$ cat config.mk
export PLATFORM = sky130hd
export DESIGN_NAME = peri_arb
export DESIGN_NICKNAME = d
export VERILOG_FILES = /design/src/rtl/peri_arb.sv
export SDC_FILE = /design/constraint.sdc
export NUM_CORES = 1
export LEC_CHECK = 0
export ABC_AREA = 1
export BUFFER_PORTS_ARGS = -buffer_cell sky130_fd_sc_hd__buf_4
export CAP_MARGIN = 20
export CORE_AREA = 2 2 118 120
export CTS_BUF_LIST = sky130_fd_sc_hd__clkbuf_4 sky130_fd_sc_hd__clkbuf_8 sky130_fd_sc_hd__clkbuf_16
export CTS_CLUSTER_DIAMETER = 50
export CTS_CLUSTER_SIZE = 25
export DETAILED_ROUTE_END_ITERATION = 10
export DIE_AREA = 0 0 120 122
export PLACE_DENSITY = 0.65
export SLEW_MARGIN = 10
export SYNTH_ARGS = -nofsm -noshare
export SYNTH_HDL_FRONTEND = slang
export SYNTH_SLANG_ARGS = --single-unit
$ cat constraint.sdc
create_clock -name clk -period 2.7 [get_ports clk]
set_input_delay 0.54 -clock clk [delete_from_list [all_inputs] [get_ports clk]]
set_output_delay 0.54 -clock clk [all_outputs]
set_load 0.02 [all_outputs]
$ cat src/rtl/peri_arb.sv
// Two-master arbiter in front of a single peripheral port: one access per grant,
// issued as a one-cycle strobe followed by a one-cycle ready pulse back to the master.
//   state  | meaning
//   IDLE   | no transaction; arbitrate and latch winner's request
//   ACCESS | drive p_we or p_re for one cycle with the latched request
//   RESP   | pulse ready (and rdata) to the granted master
module peri_arb #(
    parameter bit RR_EN = 1'b1
) (
    input  logic        clk,
    input  logic        reset,
    input  logic        m0_req,
    input  logic        m0_we,
    input  logic [31:0] m0_addr,
    input  logic [31:0] m0_wdata,
    output logic        m0_ready,
    output logic [31:0] m0_rdata,
    input  logic        m1_req,
    input  logic        m1_we,
    input  logic [31:0] m1_addr,
    input  logic [31:0] m1_wdata,
    output logic        m1_ready,
    output logic [31:0] m1_rdata,
    output logic [1:0]  gnt,
    output logic        busy,
    output logic [31:0] p_address,
    output logic [31:0] p_write_data,
    output logic        p_we,
    output logic        p_re,
    input  logic [31:0] p_read_data
);

    typedef enum logic [1:0] {
        IDLE   = 2'd0,
        ACCESS = 2'd1,
        RESP   = 2'd2
    } state_t;

    state_t      state, state_nxt;
    // last_gnt doubles as the current grant while busy: 0 = m0, 1 = m1
    logic        last_gnt;
    logic        winner;
    logic        load;
    logic        we_q;
    logic [31:0] addr_q;
    logic [31:0] wdata_q;

    always_comb begin
        if (!m0_req) begin
            winner = 1'b1;
        end else if (RR_EN && m1_req) begin
            winner = ~last_gnt;
        end else begin
            winner = 1'b0;
        end
    end

    always_ff @(posedge clk or posedge reset) begin
        if (reset) begin
            state    <= IDLE;
            last_gnt <= 1'b1;
            we_q     <= 1'b0;
            addr_q   <= 32'd0;
            wdata_q  <= 32'd0;
        end else begin
            state <= state_nxt;
            if (load) begin
                last_gnt <= winner;
                we_q     <= winner ? m1_we    : m0_we;
                addr_q   <= winner ? m1_addr  : m0_addr;
                wdata_q  <= winner ? m1_wdata : m0_wdata;
            end
        end
    end

    always_comb begin
        state_nxt = state;
        load      = 1'b0;
        busy      = 1'b0;
        gnt       = 2'b00;
        p_we      = 1'b0;
        p_re      = 1'b0;
        m0_ready  = 1'b0;
        m1_ready  = 1'b0;
        m0_rdata  = 32'd0;
        m1_rdata  = 32'd0;
        case (state)
            IDLE: begin
                if (m0_req || m1_req) begin
                    state_nxt = ACCESS;
                    load      = 1'b1;
                end
            end
            ACCESS: begin
                state_nxt = RESP;
                busy      = 1'b1;
                gnt       = last_gnt ? 2'b10 : 2'b01;
                p_we      = we_q;
                p_re      = ~we_q;
            end
            RESP: begin
                state_nxt = IDLE;
                busy      = 1'b1;
                gnt       = last_gnt ? 2'b10 : 2'b01;
                m0_ready  = ~last_gnt;
                m1_ready  = last_gnt;
                if (!we_q) begin
                    if (last_gnt) begin
                        m1_rdata = p_read_data;
                    end else begin
                        m0_rdata = p_read_data;
                    end
                end
            end
            default: begin
                state_nxt = IDLE;
            end
        endcase
    end

    assign p_address    = addr_q;
    assign p_write_data = wdata_q;

endmodule

==> impl_metrics.env, run 1 <==
export IMPL_outcome="completed"
export IMPL_vias_per_cell=4.46
export IMPL_final_hold_viol_count=0
export IMPL_dp_cells=1145
export IMPL_power_density_nw_per_um2=972
export IMPL_gp_congestion=0.785
export IMPL_synthToLayoutAreaGrowth_pct=58.1
export IMPL_fin_skew_ns=0.00382
export IMPL_yosysSeqAreaShare_pct=38.0
export IMPL_yosysMostFrequentCell="nand2_1"
export IMPL_via_count=5178
export IMPL_drcViolationCount=0
export IMPL_finalSetupTns_ns=0
export IMPL_critical_path_slowest_cell="dfrtp_1"
export IMPL_synth_edff_count=0
export IMPL_critPathMaxFanout=63
export IMPL_cp_slowest_stage_delay_ns=0.40
export IMPL_period_needed_ns=2.28
export IMPL_drive_gt1_share_pct=34.0
export IMPL_grt_setup_unrepaired="no"
export IMPL_setup_viol=0
export IMPL_syn_inst=703
export IMPL_post_cts_resized=0
export IMPL_cp_top_family="buffers and inverters"
export IMPL_cts_buffers=9
export IMPL_cts_setup_buffers=0
export IMPL_dpl_hpwl_um=11700
export IMPL_initialDrtViolationCount=279
export IMPL_cts_hold_buf=0
export IMPL_cp_required_ns=2.16
export IMPL_die_area_um2=14600
export IMPL_syn_nets=874
export IMPL_drt_pre_antenna_iters=5
export IMPL_grt_pass1_wl_um=24500
export IMPL_criticalPathCategory="reg2out"
export IMPL_grt_overflow_total=0
export IMPL_worst_pin_slew_ns=0.755
export IMPL_fin_crit_sh_pct=84.5
export IMPL_track_usage_pct=21.2
export IMPL_yosysUniqueCellTypes=19
export IMPL_die_x_um=120
export IMPL_start_util_pct=33.2
export IMPL_placed_area_um2=6810
export IMPL_path_buf_inv=4
export IMPL_die_h_um=122
export IMPL_nets=1147
export IMPL_htree_levels=3
export IMPL_drv_cap=0
export IMPL_clkTransAtPathRegs_ns=0.06
export IMPL_wl_um=15900
export IMPL_cts_root_buf="clkbuf_16"
export IMPL_start_kind="flip-flop"
export IMPL_cts_tree="yes"
export IMPL_crit_chain="inv_1, ha_1, inv_2, buf_12, nor3_1, buf_4"
export IMPL_hold_path_class="in2async"
export IMPL_port_buffers=300
export IMPL_cts_sinks=68
export IMPL_ys_top_cells_by_area="dfrtp_1 37%, nand2_1 17%, nand3_1 15%, inv_1 15%, nor3_1 7.2%"
export IMPL_rrSetupSlack_ns=0.82
export IMPL_ir_drop_mv=0.589
export IMPL_core_area_um2=13500
export IMPL_whs_ns=0.297
export IMPL_grt_max_degree=69
export IMPL_ios=301
export IMPL_p_leak_nw=4.39
export IMPL_ant_nets=0
export IMPL_fmax_mhz=438
export IMPL_syn_area_um2=4480
export IMPL_synth_avg_cell_area_um2=6.37
export IMPL_synth_top_area_share_pct=37.4
export IMPL_wl_per_cell_um=13.7
export IMPL_end_kind="primary output"
export IMPL_slew_headroom_pct=49.7
export IMPL_cp_arrival_ns=1.74
export IMPL_synth_top_area_cell="dfrtp_1"
export IMPL_fill_cells=1447
export IMPL_ys_top_cells_by_count="204 x nand2_1, 173 x inv_1, 130 x nand3_1"
export IMPL_synthFlopType="dfrtp_1"
export IMPL_cts_max_path_buffers=2
export IMPL_async_reset_ff_share_pct=100
export IMPL_ys_warn_count=0
export IMPL_clock_latency_ns=0.32
export IMPL_final_cells=1162
export IMPL_antenna_found_initial=1
export IMPL_slew_violations=0
export IMPL_first_global_vias=4819
export IMPL_rows=43
export IMPL_fin_area_um2=7080
export IMPL_ys_ff_latch=68
[worst register-to-register path: stages (launching register included)]
cell	delay [ns]
dfrtp_1	0.40
inv_1	0.14
ha_1	0.19
inv_1	0.08
nor2_4	0.12
buf_4	0.61
nand3_1	0.20
nand2_1	0.09
[layer usage]
metal | wire length, um | GRT usage, %
met1 | 6150 | 23.4
met2 | 7970 | 38.2
met3 | 1320 | 6.09
met4 | 441 | 8.31
met5 | 0 | 0
[through the flow]
step                      setup slack (ns)  utilization (%)  power (W)
after floorplan                      0.450                -    0.00422
after global placement               0.778             50.4    0.00585
after detailed placement             0.748             50.4    0.00588
after CTS                            0.390             52.4    0.00697
after global routing                 0.307             52.4    0.00739
final                                0.418             52.4    0.00688
[layout make-up]
cell class / count / area, um2 / share of cell area (%)
Clock buffer: 11 / 240 / 3.39
Multi-Input combinational cell: 412 / 1850 / 26.1
Clock inverter: 5 / 28.8 / 0.406
Sequential cell: 68 / 1700 / 24.0
Inverter: 176 / 661 / 9.33
Tap cell: 180 / 225 / 3.18
Antenna cell: 1 / 2.50 / 0.0353
Timing Repair Buffer: 309 / 2370 / 33.5
[sequential cells by signal, summed over array words and instances, names as in the netlist]
| register | flops |
|---|---|
| we_q | 1 |
| last_gnt | 1 |
| p_address | 32 |
| p_write_data | 32 |
| state | 2 |
[path summary, 6_finish.rpt]
kind / to / cells past startpoint / from
hold / removal: p_write_data[12]$_DFFE_PP0P_ / 3 / reset
max in group asynchronous: last_gnt$_DFFE_PP1P_ / 3 / reset
setup reg to reg: p_write_data[25]$_DFFE_PP0P_ / 7 / state[0]$_DFFE_PP0P_
hold reg to reg: p_write_data[19]$_DFFE_PP0P_ / 2 / p_write_data[19]$_DFFE_PP0P_
min in group clk: p_write_data[19]$_DFFE_PP0P_ / 2 / p_write_data[19]$_DFFE_PP0P_
setup / recovery: m1_rdata[26] / 6 / state[0]$_DFFE_PP0P_
[power by group]
group	internal, W	total, W	switching [W]
logic	0.00151	0.00397	0.00245
clock network	0.000636	0.00106	0.000422
registers	0.00155	0.00186	0.000309
total	0.00370	0.00688	0.00318
[logic make-up after synthesis]
logic type,after synthesis,synth area share [%]
buffers and inverters,223,20.7
adder cells (fa/ha/maj),5,1.40
flip-flops,68,38.0
AND/OR/NAND/NOR,404,39.6
AO/OA/AOI/OAI,3,0.335
[cells in the final DEF (no fill, tap or decap), types with 4 or more instances in the layout]
| cell type | count |
|---|---|
| buf_4 | 305 |
| nand2_1 | 203 |
| inv_1 | 172 |
| nand3_1 | 130 |
| dfrtp_1 | 67 |
| nor3_1 | 64 |
| clkbuf_16 | 9 |
| ha_1 | 5 |
| inv_2 | 4 |
| clkinv_2 | 4 |
| buf_12 | 4 |
No activity file was read; power rests on OpenSTA's default activity.
==> run 2, diff against run 1 <==
- ABC_AREA: 1 -> 0
- CORE_AREA: 2 2 118 120 -> 2 2 116 118
- DIE_AREA: 0 0 120 122 -> 0 0 118 120
- PLACE_DENSITY: 0.65 -> 0.64
- clock period: 2.7 -> 2 ns (I/O delays scaled with it)
==> impl_metrics.env, run 2 <==
export IMPL_vias_per_cell=5.01
export IMPL_period_needed_ns=1.92
export IMPL_nets=955
export IMPL_initialDrtViolationCount=262
export IMPL_clkTransAtPathRegs_ns=0.05
export IMPL_pre_cts_ws_ns=0.242
export IMPL_grt_max_degree=55
export IMPL_wl_um=15500
export IMPL_rows=42
export IMPL_synth_edff_count=0
export IMPL_synthToLayoutAreaGrowth_pct=72.6
export IMPL_start_kind="flip-flop"
export IMPL_p_leak_nw=3.09
export IMPL_cp_required_ns=1.60
export IMPL_ys_top_cells_by_area="dfrtp_1 44%, nor2_1 13%, a31oi_1 11%, nand3_1 8.5%, o21ai_1 6.5%"
export IMPL_dp_cells=944
export IMPL_worst_pin_slew_ns=0.495
export IMPL_syn_inst=504
export IMPL_die_area_um2=14200
export IMPL_fin_ws_ns=0.0756
export IMPL_start_util_pct=29.6
export IMPL_ys_warn_count=0
export IMPL_grt_overflow_total=0
export IMPL_rrSetupSlack_ns=0.27
export IMPL_synth_top_area_share_pct=43.6
export IMPL_dpl_hpwl_um=11600
export IMPL_track_usage_pct=21.4
export IMPL_setup_viol=0
export IMPL_clock_latency_ns=0.32
export IMPL_core_area_um2=13000
export IMPL_via_count=4825
export IMPL_synth_top_area_cell="dfrtp_1"
export IMPL_ys_ff_latch=68
export IMPL_ir_drop_mv=0.575
export IMPL_cts_root_buf="clkbuf_16"
export IMPL_cts_sinks=68
export IMPL_outcome="completed"
export IMPL_end_kind="primary output"
export IMPL_grt_pass1_wl_um=24200
export IMPL_whs_ns=0.207
export IMPL_ys_top_cells_by_count="130 x nor2_1, 67 x dfrtp_1, 66 x a31oi_1"
export IMPL_wl_per_cell_um=16.1
export IMPL_crit_chain="or2_2, buf_12, nor2_1, buf_4"
export IMPL_syn_nets=675
export IMPL_die_x_um=118
export IMPL_cts_max_path_buffers=2
export IMPL_antenna_found_initial=0
export IMPL_yosysUniqueCellTypes=23
export IMPL_cp_arrival_ns=1.52
export IMPL_hold_path_class="in2async"
export IMPL_cts_tree="yes"
export IMPL_final_cells=963
export IMPL_async_reset_ff_share_pct=100
export IMPL_ant_nets=0
export IMPL_drcViolationCount=0
export IMPL_gp_congestion=0.984
export IMPL_port_buffers=300
export IMPL_fin_skew_ns=0.00730
export IMPL_yosysMostFrequentCell="nor2_1"
export IMPL_drive_gt1_share_pct=44.6
export IMPL_synthFlopType="dfrtp_1"
export IMPL_slew_headroom_pct=67.0
export IMPL_yosysSeqAreaShare_pct=44.3
export IMPL_htree_levels=3
export IMPL_r2r_end="p_write_data[14]$_DFFE_PP0P_"
export IMPL_final_hold_viol_count=0
export IMPL_final_cell_mix="312 x buf_4, 125 x nor2_1, 67 x dfrtp_1"
export IMPL_syn_area_um2=3840
export IMPL_criticalPathCategory="reg2out"
export IMPL_synth_avg_cell_area_um2=7.62
export IMPL_drt_pre_antenna_iters=4
export IMPL_critPathMaxFanout=32
export IMPL_cp_top_family="simple AND/OR/NAND/NOR gates"
export IMPL_power_w=0.00947
export IMPL_fin_crit_sh_pct=96.2
export IMPL_slew_violations=0
export IMPL_fill_cells=1256
export IMPL_die_h_um=120
export IMPL_ios=301
export IMPL_final_common_cell="buf_4"
export IMPL_fmax_mhz=520
export IMPL_timing_rr_start="state[1]$_DFFE_PP0P_"
export IMPL_crit_start="we_q$_DFFE_PP0P_"
export IMPL_finalSetupTns_ns=0
export IMPL_n_antenna_cell=0
export IMPL_critical_path_slowest_cell="dfrtp_1"
export IMPL_cts_buffers=9
export IMPL_drv_cap=0
export IMPL_power_density_nw_per_um2=1430
export IMPL_ff2ff_path_depth=6
export IMPL_path_buf_inv=2
export IMPL_cp_slowest_stage_delay_ns=0.40
export IMPL_first_global_vias=4730
[run 2: cell types whose count changed after synthesis, sizes merged, moves of 2 or more]
cell,before,now
inv,176,4
nand2,205,34
nor2,5,130
a31oi,0,66
nand3,130,65
nor3,64,0
o21ai,2,65
clkbuf,15,19
nor2b,0,4
and2,0,3
buf,32,34
nand2b,0,2
[run 2: final cells by class]
class	instances	area [um2]	area share [%]
clock inverters	2	35.0	0.528
well taps	176	220	3.32
repair buffers	322	2520	37.9
flip-flops and latches	68	1700	25.7
clock buffers	12	260	3.92
multi-input cells	379	1880	28.3
inverters	4	18.8	0.283
[run 2: worst max path at each step]
stage / endpoint / slack [ns] / cells past startpoint
after floorplan: m1_rdata[21] / 0.22 / 5
after global placement: m0_rdata[8] / 0.28 / 6
after global routing: m1_rdata[10] / -0.008 / 6
final: m0_rdata[20] / 0.08 / 4
after detailed placement: m0_rdata[8] / 0.24 / 6
after CTS: m0_rdata[0] / -0.02 / 6
[run 2: kinds of logic (layout without fill, tap and decap cells)]
logic type | count (synthesis) | count (layout) | share of synthesized area, %
simple gates | 239 | 239 | 26.1
mux | 1 | 1 | 0.293
flops | 68 | 68 | 44.3
compound gates | 134 | 134 | 19.7
buf+inv | 57 | 340 | 7.88
fa+ha+maj | 5 | 5 | 1.63
[run 2: per-stage QoR]
stage | util [%] | area [um2]
finish | 51.1 | 6630
global route | 51.1 | 6630
CTS | 50.8 | 6590
detailed placement | 48.2 | 6260
global placement | 48.2 | 6260
floorplan | - | 3840
[run 2: layer usage]
metal | track usage, % | share of wire [%]
met5 | 0 | 0
met4 | 10.3 | 3.2
met3 | 4.23 | 6.0
met2 | 39.6 | 53
met1 | 23.5 | 38
[run 2: power by group]
part	leakage (nW)	internal, W	total [W]	switching [W]
Combinational	2.19	0.00224	0.00538	0.00314
Clock	0.148	0.00103	0.00159	0.000557
Sequential	0.762	0.00209	0.00250	0.000411
[run 2: timing repair]
action / CTS / global route
gates resized for setup: 7 / 5
endpoints found under the setup margin: 48 / 56
cloned: 1 / 0
setup buffers: 2 / 2
hold buffers: 0 / 0
pin swaps: 0 / 1
[run 2: worst reg2reg max path, cell delays in order, from the launching register on]
cell	delay, ns
dfrtp_1	0.42
inv_1	0.12
ha_1	0.28
o21a_4	0.33
buf_12	0.24
nor2_1	0.07
a31oi_1	0.18
==> run 3, diff against run 2 <==
- BUFFER_PORTS_ARGS: -buffer_cell sky130_fd_sc_hd__buf_4 -> unset
- CORE_AREA: 2 2 116 118 -> 2 2 118 120
- DIE_AREA: 0 0 118 120 -> 0 0 120 122
- DONT_BUFFER_PORTS: unset -> 1
- PLACE_DENSITY: 0.64 -> 0.42
==> impl_metrics.env, run 3 (synthesis results as in run 2) <==
export IMPL_nets=718
export IMPL_cts_max_path_buffers=2
export IMPL_grt_pass1_wl_um=20000
export IMPL_cp_required_ns=1.60
export IMPL_fin_ws_ns=0.0239
export IMPL_slew_headroom_pct=64.0
export IMPL_track_usage_pct=17.6
export IMPL_start_util_pct=28.4
export IMPL_first_global_vias=3618
export IMPL_ff2ff_path_depth=7
export IMPL_gp_congestion=0.726
export IMPL_wl_per_cell_um=18.4
export IMPL_clock_latency_ns=0.34
export IMPL_slew_violations=0
export IMPL_initialDrtViolationCount=249
export IMPL_fin_skew_ns=0.00474
export IMPL_outcome="completed"
export IMPL_final_hold_viol_count=0
export IMPL_n_antenna_cell=0
export IMPL_end_kind="primary output"
export IMPL_cts_sinks=68
export IMPL_worst_pin_slew_ns=0.539
export IMPL_die_x_um=120
export IMPL_criticalPathCategory="reg2out"
export IMPL_grtUsageMet2_pct=30.6
export IMPL_dp_cells=709
export IMPL_grt_setup_unrepaired="yes"
export IMPL_ant_nets=0
export IMPL_port_buffers=0
export IMPL_fmax_mhz=506
export IMPL_grt_max_degree=70
export IMPL_drive_gt1_share_pct=23.9
export IMPL_fin_util_pct=36.8
export IMPL_die_area_um2=14600
export IMPL_antenna_found_initial=0
export IMPL_fin_crit_sh_pct=98.8
export IMPL_htree_levels=3
export IMPL_via_count=3817
export IMPL_start_kind="flip-flop"
export IMPL_dpl_hpwl_um=9220
export IMPL_die_h_um=122
export IMPL_grt_overflow_total=0
export IMPL_drt_pre_antenna_iters=4
export IMPL_final_cells=732
export IMPL_clkTransAtPathRegs_ns=0.06
export IMPL_cts_root_buf="clkbuf_16"
export IMPL_wl_um=13400
export IMPL_vias_per_cell=5.21
export IMPL_cts_tree="yes"
export IMPL_cp_arrival_ns=1.58
export IMPL_critPathMaxFanout=8
export IMPL_power_w=0.00824
export IMPL_period_needed_ns=1.98
export IMPL_core_area_um2=13500
export IMPL_top_usage_layer="met2"
export IMPL_met3_usage_pct=6.69
export IMPL_finalSetupTns_ns=0
export IMPL_cts_buffers=9
export IMPL_setup_viol=0
export IMPL_globalRouteMet1Util_pct=19.7
export IMPL_final_cell_mix="110 x nor2_1, 68 x buf_4, 67 x dfrtp_1"
export IMPL_ios=301
export IMPL_drv_cap=0
export IMPL_hold_path_class="in2async"
export IMPL_drcViolationCount=0
export IMPL_rows=43
export IMPL_synthToLayoutAreaGrowth_pct=29.5
export IMPL_p_leak_nw=1.97
export IMPL_ir_drop_mv=0.579
export IMPL_pre_cts_ws_ns=0.180
export IMPL_power_density_nw_per_um2=1660
export IMPL_final_common_cell="nor2_1"
## run 3: changes by cell type in the layout (fill, tap and decap cells not counted), moves of 4 or more
cell | previous run | this run
buf_4 | 312 | 68
buf_6 | 3 | 7
nor2_1 | 125 | 110
nor2_2 | 5 | 16
nor2_4 | 0 | 4
## run 3: worst paths after layout
| path | slack (ns) | start | to |
|---|---|---|---|
| setup reg to reg | 0.32 | state[0]$_DFFE_PP0P_ | p_address[26]$_DFFE_PP0P_ |
| max in group asynchronous | 1.52 | reset | p_address[5]$_DFFE_PP0P_ |
| hold / removal | 0.04 | reset | state[1]$_DFFE_PP0P_ |
| hold reg to reg | 0.64 | we_q$_DFFE_PP0P_ | we_q$_DFFE_PP0P_ |
| setup / recovery | 0.02 | last_gnt$_DFFE_PP1P_ | m0_rdata[5] |
| min in group clk | 0.14 | m0_req | last_gnt$_DFFE_PP1P_ |
## run 3: layout make-up
| cell class | instances | area [um2] |
|---|---|---|
| repair buffers | 85 | 810 |
| fillers | 1411 | 8530 |
| clock inverters | 6 | 38.8 |
| inverters | 4 | 18.8 |
| multi-input cells | 379 | 1940 |
| flip-flops and latches | 68 | 1700 |
| clock buffers | 10 | 239 |
| well taps | 180 | 225 |
## run 3: where the power goes
| group | internal [W] | switching [W] | total [W] |
|---|---|---|---|
| Clock | 0.000870 | 0.000624 | 0.00149 |
| Combinational | 0.00132 | 0.00198 | 0.00329 |
| Sequential | 0.00208 | 0.00137 | 0.00345 |
## run 3: repair_timing
action | CTS | global route
setup buffers | 3 | 1
cloned | 2 | 1
hold buffers | 0 | 0
pin swaps | 1 | 2
setup endpoints to repair | 64 | 42
gates resized for setup | 16 | 25
## run 3: per-layer routing
layer / share of wire (%) / up-vias / routed length [um]
met5: 0 / - / 0
met3: 8.9 / 17 / 1190
met2: 51 / 187 / 6810
met1: 39 / 1784 / 5240
met4: 1.5 / 0 / 205
li1: - / 1829 / -
## run 3: critical path: stages, from the launching register on
cell and delay, ns:
dfstp_2 0.37, buf_6 0.12, or2_4 0.30, clkbuf_16 0.19
nor2_4 0.13, buf_6 0.13
## run 3: stage by stage
| stage | instance area [um2] | hold WS, ns |
|---|---|---|
| 3_3_place_gp | 4440 | 0.404 |
| 4_1_cts | 4870 | 0.0391 |
| 6_report | 4970 | 0.0400 |
| 2_1_floorplan | 3840 | 0.534 |
| 5_1_grt | 4970 | 0.0628 |
| 3_5_place_dp | 4460 | 0.409 |
